## config.mk

```make
export PLATFORM = sky130hd
export DESIGN_NAME = skp_os_inserter_flat
export DESIGN_NICKNAME = d
export VERILOG_FILES = /design/src/rtl/pcs_tx_pkg.sv /design/src/rtl/skp_os_inserter_if.sv /design/src/rtl/skp_interval_timer.sv /design/src/rtl/skp_os_inserter.sv /design/src/flat_wrapper.sv
export SDC_FILE = /design/constraint.sdc
export NUM_CORES = 1
export LEC_CHECK = 0
export BUFFER_PORTS_ARGS = -buffer_cell sky130_fd_sc_hd__buf_2
export CAP_MARGIN = 20
export CORE_MARGIN = 2
export CORE_UTILIZATION = 46
export CTS_CLUSTER_DIAMETER = 60
export DETAILED_ROUTE_END_ITERATION = 16
export PLACE_DENSITY = 0.84
export SLEW_MARGIN = 25
export SYNTH_ARGS = -nofsm -noshare
export SYNTH_HDL_FRONTEND = slang
export SYNTH_HIERARCHICAL = 1
export SYNTH_SLANG_ARGS = --single-unit
```

## constraint.sdc

```tcl
create_clock -name pclk -period 1.5 [get_ports pclk]
set_input_delay 0.075 -clock pclk [delete_from_list [all_inputs] [get_ports pclk]]
set_output_delay 0.075 -clock pclk [all_outputs]
set_load 0.03 [all_outputs]
```

## src/rtl/pcs_tx_pkg.sv

```systemverilog
// Shared PCS TX definitions: K-code symbol values and the SKP inserter FSM state type.
package pcs_tx_pkg;

  localparam logic [7:0] COM_SYM = 8'hBC;
  localparam logic [7:0] SKP_SYM = 8'h1C;
  localparam logic [7:0] IDL_SYM = 8'h00;

  // Holds a SKP index for SKP_COUNT up to 5.
  localparam int SKP_CNT_W = 3;

  typedef enum logic [1:0] {
    PASS     = 2'd0,
    SEND_COM = 2'd1,
    SEND_SKP = 2'd2
  } skp_state_t;

endpackage

```

## src/rtl/skp_os_inserter_if.sv

```systemverilog
// Upstream symbol stream into the SKP inserter.
// A symbol moves only in a cycle where in_valid and in_ready are both 1; in_ready may depend on
// in_valid/in_boundary in the same cycle, and the master holds a refused symbol until accepted.
interface skp_os_inserter_if #(
  parameter int DATA_WIDTH = 8
);
  logic [DATA_WIDTH-1:0] in_data;
  logic                  in_k;
  logic                  in_valid;
  logic                  in_boundary;
  logic                  in_ready;

  modport master (output in_data, output in_k, output in_valid, output in_boundary,
                  input  in_ready);
  modport slave  (input  in_data, input  in_k, input  in_valid, input  in_boundary,
                  output in_ready);
endinterface

```

## src/rtl/skp_interval_timer.sv

```systemverilog
// Saturating SKP interval counter; expire stays set from the last count until clear.
module skp_interval_timer #(
  parameter int SKP_INTERVAL = 1180,
  parameter int CNT_W        = $clog2(SKP_INTERVAL)
) (
  input  logic             clk,
  input  logic             rst,
  input  logic             clear,
  input  logic             force_set,
  output logic             expire,
  output logic [CNT_W-1:0] count
);

  localparam logic [CNT_W-1:0] LAST = CNT_W'(SKP_INTERVAL - 1);

  always_ff @(posedge clk or posedge rst) begin
    if (rst) begin
      count  <= '0;
      expire <= 1'b0;
    end else if (clear) begin
      count  <= '0;
      expire <= 1'b0;
    end else begin
      if (count != LAST) begin
        count <= count + 1'b1;
      end
      // Expire rises together with the count reaching LAST, keeping start-to-start at SKP_INTERVAL.
      if (force_set || (count == LAST - 1'b1)) begin
        expire <= 1'b1;
      end
    end
  end

endmodule

```

## src/rtl/skp_os_inserter.sv

```systemverilog
// PCS TX SKP ordered-set inserter: COM + SKP_COUNT SKPs every SKP_INTERVAL symbols, at packet boundaries.
// Optional SKP_FORCE_EN adds a force_skp input that requests an insert immediately.
module skp_os_inserter
  import pcs_tx_pkg::*;
#(
  parameter int SKP_INTERVAL = 1180,
  parameter int SKP_COUNT    = 3,
  parameter int DATA_WIDTH   = 8,
  parameter int CNT_W        = $clog2(SKP_INTERVAL)
) (
  input  logic                  pclk,
  input  logic                  rst,
`ifdef SKP_FORCE_EN
  input  logic                  force_skp,
`endif
  skp_os_inserter_if.slave      up,
  output logic [DATA_WIDTH-1:0] out_data,
  output logic                  out_k,
  output logic                  skp_sent,
  output logic                  skp_pending,
  output skp_state_t            state,
  output logic [CNT_W-1:0]      count
);

  localparam logic [SKP_CNT_W-1:0] SKP_LAST = SKP_CNT_W'(SKP_COUNT - 1);

  skp_state_t            state_q, state_d;
  logic [SKP_CNT_W-1:0]  skp_cnt_q, skp_cnt_d;
  logic [DATA_WIDTH-1:0] data_d;
  logic                  k_d;
  logic                  sent_d;
  logic                  pending;
  logic                  force_ok;
  logic                  start;

`ifdef SKP_FORCE_EN
  assign force_ok = force_skp & (state_q == PASS);
`else
  assign force_ok = 1'b0;
`endif

  // The insert may only begin where no packet is in flight: idle input or a first symbol.
  assign start = (state_q == PASS) & (pending | force_ok) & (~up.in_valid | up.in_boundary);
  assign up.in_ready = ~rst & (state_q == PASS) & ~start;

  skp_interval_timer #(
    .SKP_INTERVAL (SKP_INTERVAL),
    .CNT_W        (CNT_W)
  ) u_timer (
    .clk       (pclk),
    .rst       (rst),
    .clear     (start),
    .force_set (force_ok),
    .expire    (pending),
    .count     (count)
  );

  always_comb begin
    state_d   = state_q;
    skp_cnt_d = skp_cnt_q;
    data_d    = DATA_WIDTH'(IDL_SYM);
    k_d       = 1'b0;
    sent_d    = 1'b0;
    unique case (state_q)
      PASS: begin
        if (start) begin
          state_d = SEND_COM;
        end else if (up.in_valid) begin
          data_d = up.in_data;
          k_d    = up.in_k;
        end
      end
      SEND_COM: begin
        data_d    = DATA_WIDTH'(COM_SYM);
        k_d       = 1'b1;
        sent_d    = 1'b1;
        skp_cnt_d = '0;
        state_d   = SEND_SKP;
      end
      SEND_SKP: begin
        data_d = DATA_WIDTH'(SKP_SYM);
        k_d    = 1'b1;
        if (skp_cnt_q == SKP_LAST) begin
          skp_cnt_d = '0;
          state_d   = PASS;
        end else begin
          skp_cnt_d = skp_cnt_q + 1'b1;
        end
      end
      default: begin
        state_d = PASS;
      end
    endcase
  end

  always_ff @(posedge pclk or posedge rst) begin
    if (rst) begin
      state_q   <= PASS;
      skp_cnt_q <= '0;
      out_data  <= '0;
      out_k     <= 1'b0;
      skp_sent  <= 1'b0;
    end else begin
      state_q   <= state_d;
      skp_cnt_q <= skp_cnt_d;
      out_data  <= data_d;
      out_k     <= k_d;
      skp_sent  <= sent_d;
    end
  end

  assign skp_pending = pending;
  assign state       = state_q;

endmodule
```

## src/flat_wrapper.sv

```systemverilog
// flat-port wrapper written by rule: the top's interface ports become plain ports
module skp_os_inserter_flat import pcs_tx_pkg::*;
#(
  parameter int SKP_INTERVAL = 1180,
  parameter int SKP_COUNT    = 3,
  parameter int DATA_WIDTH   = 8,
  parameter int CNT_W        = $clog2(SKP_INTERVAL)
)
  (pclk, rst, out_data, out_k, skp_sent, skp_pending, state, count, up_in_data, up_in_k, up_in_valid, up_in_boundary, up_in_ready);
  skp_os_inserter_if #(.DATA_WIDTH(DATA_WIDTH)) up_i ();
  input  logic pclk;
  input  logic rst;
  output logic [DATA_WIDTH-1:0] out_data;
  output logic out_k;
  output logic skp_sent;
  output logic skp_pending;
  output skp_state_t state;
  output logic [CNT_W-1:0] count;
  input wire logic [$bits(up_i.in_data)-1:0] up_in_data;
  input wire logic [$bits(up_i.in_k)-1:0] up_in_k;
  input wire logic [$bits(up_i.in_valid)-1:0] up_in_valid;
  input wire logic [$bits(up_i.in_boundary)-1:0] up_in_boundary;
  output wire logic [$bits(up_i.in_ready)-1:0] up_in_ready;
  assign up_i.in_data = up_in_data;
  assign up_i.in_k = up_in_k;
  assign up_i.in_valid = up_in_valid;
  assign up_i.in_boundary = up_in_boundary;
  assign up_in_ready = up_i.in_ready;
  skp_os_inserter #(.SKP_INTERVAL(SKP_INTERVAL), .SKP_COUNT(SKP_COUNT), .DATA_WIDTH(DATA_WIDTH), .CNT_W(CNT_W)) u_core (.pclk(pclk), .rst(rst), .up(up_i), .out_data(out_data), .out_k(out_k), .skp_sent(skp_sent), .skp_pending(skp_pending), .state(state), .count(count));
endmodule
```

* Yosys cells after proc, flatten, opt, wreduce, memory -nomap -nowiden
Cells that the tools add are included.
** Operators by class
- $add $sub $neg :: 2
- Eq/ne operators :: 7
- Multiplexer cells :: 16
- Bitwise logic cells :: 8
- Reduce and logical (&&, ||, !) cells :: 6
** Operators with widths (number)
- $pmux W8 S3 :: 1
- $mux W11 :: 2
- $mux W8 :: 2
- $add A11 B1 Y11 const B :: 1
- $eq A11 B11 Y1 const B :: 1
- $ne A11 B11 Y1 const B :: 1
- $pmux W2 S3 :: 1
- $pmux W3 S2 :: 1
- $reduce_bool A2 Y1 :: 3
- $mux W1 :: 5
- $and A1 B1 Y1 :: 4
- $mux W2 :: 2
- $ne A2 B1 Y1 const B :: 2
- $add A3 B1 Y3 const B :: 1
- $eq A3 B2 Y1 const B :: 1
- $mux W3 :: 1
- $not A1 Y1 :: 3
- $eq A2 B1 Y1 const B :: 1
- $eq A2 B2 Y1 const B :: 1
- $logic_not A2 Y1 :: 1
- $pmux W1 S2 :: 1
- $reduce_and A2 Y1 :: 1
- $reduce_or A2 Y1 :: 1
- $or A1 B1 Y1 :: 1
** Storage, ports and cells
- Register bits :: 27
- Input port bits :: 13
- Output and inout bits :: 25
- Word-level logic and storage cells :: 46

* Longest topological paths before layout
- Depth after elaboration :: 5
- Mapped depth :: 6
- Gate-level depth less buffers :: 6

* Cells and area by module
The synthesis kept the hierarchy.
** By module, submodules not included
- skp_os_inserter :: instances 1, cells each 65, area an instance 700.7 um^2, seq. area each 375.4 um^2
- skp_interval_timer :: instances 1, cells each 68, area an instance 670.6 um^2, seq. area each 300.3 um^2

* Worst setup path after synthesis
No wires, ideal clock.
- Path kind :: register to register
- From :: register u_core.u_timer.count[8]
- To :: register u_core.u_timer.count[0]
- Library setup time :: 0.125 ns
- Data arrival time :: 1.717 ns
- Required time :: 1.375 ns
- Setup slack :: -0.342 ns
- Cell stages (with the launch flop) :: 4
- Path buffers :: 0
- Clock period less this slack :: 1.842 ns
- Path through :: dfrtp_1 -> or4b_4 -> nor4_4 -> mux2_2
** Between the ends
- Word-level cells in the longest chain between the ends :: 2
** RTL lines
- from (decl) :: RTL line skp_interval_timer.sv:11 : output logic [CNT_W-1:0] count
- from (signal assigned) :: RTL line skp_interval_timer.sv:25 : count <= count + 1'b1;
- $ne A11 B11 Y1 :: RTL line skp_interval_timer.sv:24 : if (count != LAST) begin
- $reduce_bool A2 Y1 (no source line)
Every way passes these cells.
A chain may end at the register's enable or synchronous reset.

* Worst setup path in the final report
- From :: register u_core.u_timer.count[8]
- To :: register u_core.u_timer.count[1]
Same word-level chain as after synthesis.

==> metrics.md <==
| Metric | Value |
|---|---|
| Max Freq | 595.2 MHz |
| # fillers | 221 |
| Core Region | 2805 um^2 |
| Yosys warnings | 6 |
| Initial antenna violation count | 0 |
| Syn_area_per_cell | 10.31 um^2 |
| RSZ-0062 raised after global routing | true |
| Die Y-Extent | 58.60 um |
| Final hold vios | 0 |
| Commonest non-fill, non-tap cell in the layout | buf_2 |
| Skew final | 2.359 ps |
| Hold_sp | up_in_data[2] |
| Chip Width | 58.60 um |
| IO Port Bufs | 37 |
| Yosys reg bits | 27 |
| Met2 usage in global routing | 37.40% |
| Clock sink count | 27 |
| Hpwl dp | 2383 um |
| Initial DRC count | 50 |
| Antenna Nets Post-Route | 0 |
| H-tree Lvls | 1 |
| Residual DRC | 3 |
| Reg2Reg Launch Point | u_core/u_timer/count[8] |
| Setup violations, final | 4 |
| TritonCTS buffer count | 3 |
| Drt total wl | 3373 um |
| Vias post-DR | 1224 |
| Setup slack after layout | -180.2 ps |
| Status | finished with violations |
| Dpl ws | -253.8 ps |
| Share of layout cells above drive strength 1 | 43.43% |
| Final min period | 1680 ps |
| Post-synthesis net count | 154 |
| Post-Syn Area | 1371 um^2 |
| Hold slack | 15.29 ps |
| Drt wl/cell | 14.73 um |
| Max clock buf depth | 2 |
| Seq/Total Area, Yosys | 49.27% |
| Non-Filler Instances | 229 |
| Global-route wire length before repair | 5402 um |
| Power Dens Cells | 1832 nW/um^2 |
| Placed instance count | 214 |
| Hold EP | u_core/out_data[2] |
| Total track usage | 20.89% |
| Routability cong. | 0.9421 |
| Fin crit share | 112.0% |
| Vias in the first global route | 1198 |
| Die ar. | 3434 um^2 |
| Critical Path AT | 1890 ps |
| Post-Synthesis Cells | 133 |
| Multi-input logic area | 686.9 um^2 |
| Register Area | 685.7 um^2 |
| Slew Viols, Final | 0 |
| Crit Path Class | register to register |
| Number of synthesized flops with an enable pin | 0 |
| GRT Residual Overflow | 0 |
| Ys flop type | dfrtp_1 |
| CTS tree | built |
| # Max-Cap Violations | 0 |
| Clock Tree Root | clkbuf_4 |
| Crit end category | register |
| Violated checks | design-rule violations, negative setup slack |
| Met3 global-route usage | 3.077% |
| Ys async rst share | 100.0% |
| Peak VDD IR | 1.286 mV |
| Nets | 220 |
| R2R Path End | u_core/u_timer/count[1] |
| Largest net degree at the start of global routing | 16 |
| R2r setup slk | -180 ps |
| Initial Util | 48.88% |
| GR Layer Usage met1 | 25.33% |
| IO Pins | 38 |
| Antenna Cells | 0 |
| Netlist cell types | 34 |
| Worst-skew pair later-pin latency | 310 ps |
| Largest fanout on the critical path | 2 |
| Leading cell types in the layout, fill and taps excluded | buf_2, dfrtp_1, buf_4 |
| Area Growth Syn to Fin | 38.78% |
| Worst hold stages | 3 |
| # rows | 19 |
| Reg clk slew, reported paths | 130 ps |
| Worst EP required | 1710 ps |
| Lkg Pwr | 0.9389 nW |
| Vias per std cell | 5.345 |
| Worst min path class | primary input to register |
| Worst setup SP type | register |
| Most Crowded Layer GR | met2 |
| Pre-antenna DRT Iters | 10 |
| Reg2Reg Depth | 3 |
[worst max-delay path, stage by stage (launching register included)]
cell and delay (ps):
dfrtp_2 420, or4b_4 570, nor4_4 250, mux2_4 340
[flip-flops by register name, indices dropped and copies added (netlist names)]
register,cells
u_core/u_timer/count,11
u_core/skp_sent,1
u_core/out_k,1
u_core/skp_cnt_q,3
u_core/u_timer/expire,1
u_core/out_data,8
u_core/state,2
[synth_stat cells (3+ instances only)]
cell type | number | share of area [%]
nor2_1 | 14 | 3.8
and2_1 | 3 | 1.4
dfrtp_1 | 27 | 49
o21ai_0 | 6 | 2.2
inv_1 | 10 | 2.7
or3_1 | 3 | 1.4
ha_1 | 8 | 7.3
nand4_1 | 3 | 1.4
nand2_1 | 8 | 2.2
nand3_1 | 7 | 2.6
a21oi_1 | 10 | 3.6
xnor2_1 | 3 | 1.9
[metal layers]
layer / share of wire (%) / wire length (um) / vias up
li1: - / - / 594
met4: 2.1 / 70 / 0
met5: 0 / 0 / -
met2: 51 / 1735 / 36
met1: 42 / 1430 / 586
met3: 4.1 / 137 / 8
[how the worst max path moves through the flow]
stage	cells past startpoint	start	slack [ps]	endpoint
2_1_floorplan	3	u_core/u_timer/count[8]	-300	u_core/u_timer/count[0]
3_3_place_gp	3	u_core/u_timer/count[8]	-200	u_core/u_timer/count[0]
3_5_place_dp	3	u_core/u_timer/count[8]	-250	u_core/u_timer/count[1]
4_1_cts	3	u_core/u_timer/count[8]	-150	u_core/u_timer/count[1]
5_1_grt	3	u_core/u_timer/count[6]	-200	u_core/u_timer/count[1]
6_report	3	u_core/u_timer/count[8]	-180	u_core/u_timer/count[1]
[cells by family (layout without fill, tap and decap cells)]
group | count (synthesis) | in the layout | synth area share, %
adders and majority gates | 8 | 8 | 7.300
buffers and inverters | 13 | 78 | 4.106
and+or+nand+nor | 51 | 51 | 21.08
muxes | 5 | 5 | 4.562
other | 1 | 1 | 0.2735
xor gates and xnor gates | 3 | 3 | 1.916
DFF | 27 | 27 | 49.27
AOI/OAI and AO/OA | 25 | 25 | 11.50
[power breakdown]
group          internal, mW  switching, mW  leakage [nW]  total, mW
clock network         0.104          0.190        0.0150      0.294
registers             0.958          0.187         0.341       1.15
logic                 0.855           1.19         0.583       2.05
total                  1.92           1.57         0.939       3.49
[area by class of cell]
class | instances | share of cell area [%]
tap | 31 | 2.038
clock buffer | 4 | 1.381
inverter | 10 | 2.235
sequential | 27 | 36.03
timing repair buffer | 64 | 22.22
multi-input combinational | 93 | 36.09
[metrics by stage]
step / total power [mW] / setup TNS [ps] / instance area (um^2) / utilization, %
2_1_floorplan: 2.373 / -757.6 / 1384 / -
3_3_place_gp: 2.829 / -449.6 / 1708 / 60.88
3_5_place_dp: 2.905 / -542.1 / 1708 / 60.88
4_1_cts: 3.373 / -433.1 / 1858 / 66.24
5_1_grt: 3.712 / -693.1 / 1903 / 67.84
6_report: 3.487 / -497.2 / 1903 / 67.84
[timing repair]
item / 4_1_cts / 5_1_grt
buffers inserted: 3 / 1
gates cloned: 0 / 0
hold buffers: 7 / 0
pin swaps: 1 / 4
setup endpoints to repair: 5 / 12
resized for setup: 8 / 11
hold endpoints to repair: 33 / 0
Note: power is estimated with default switching activity, not from simulation.
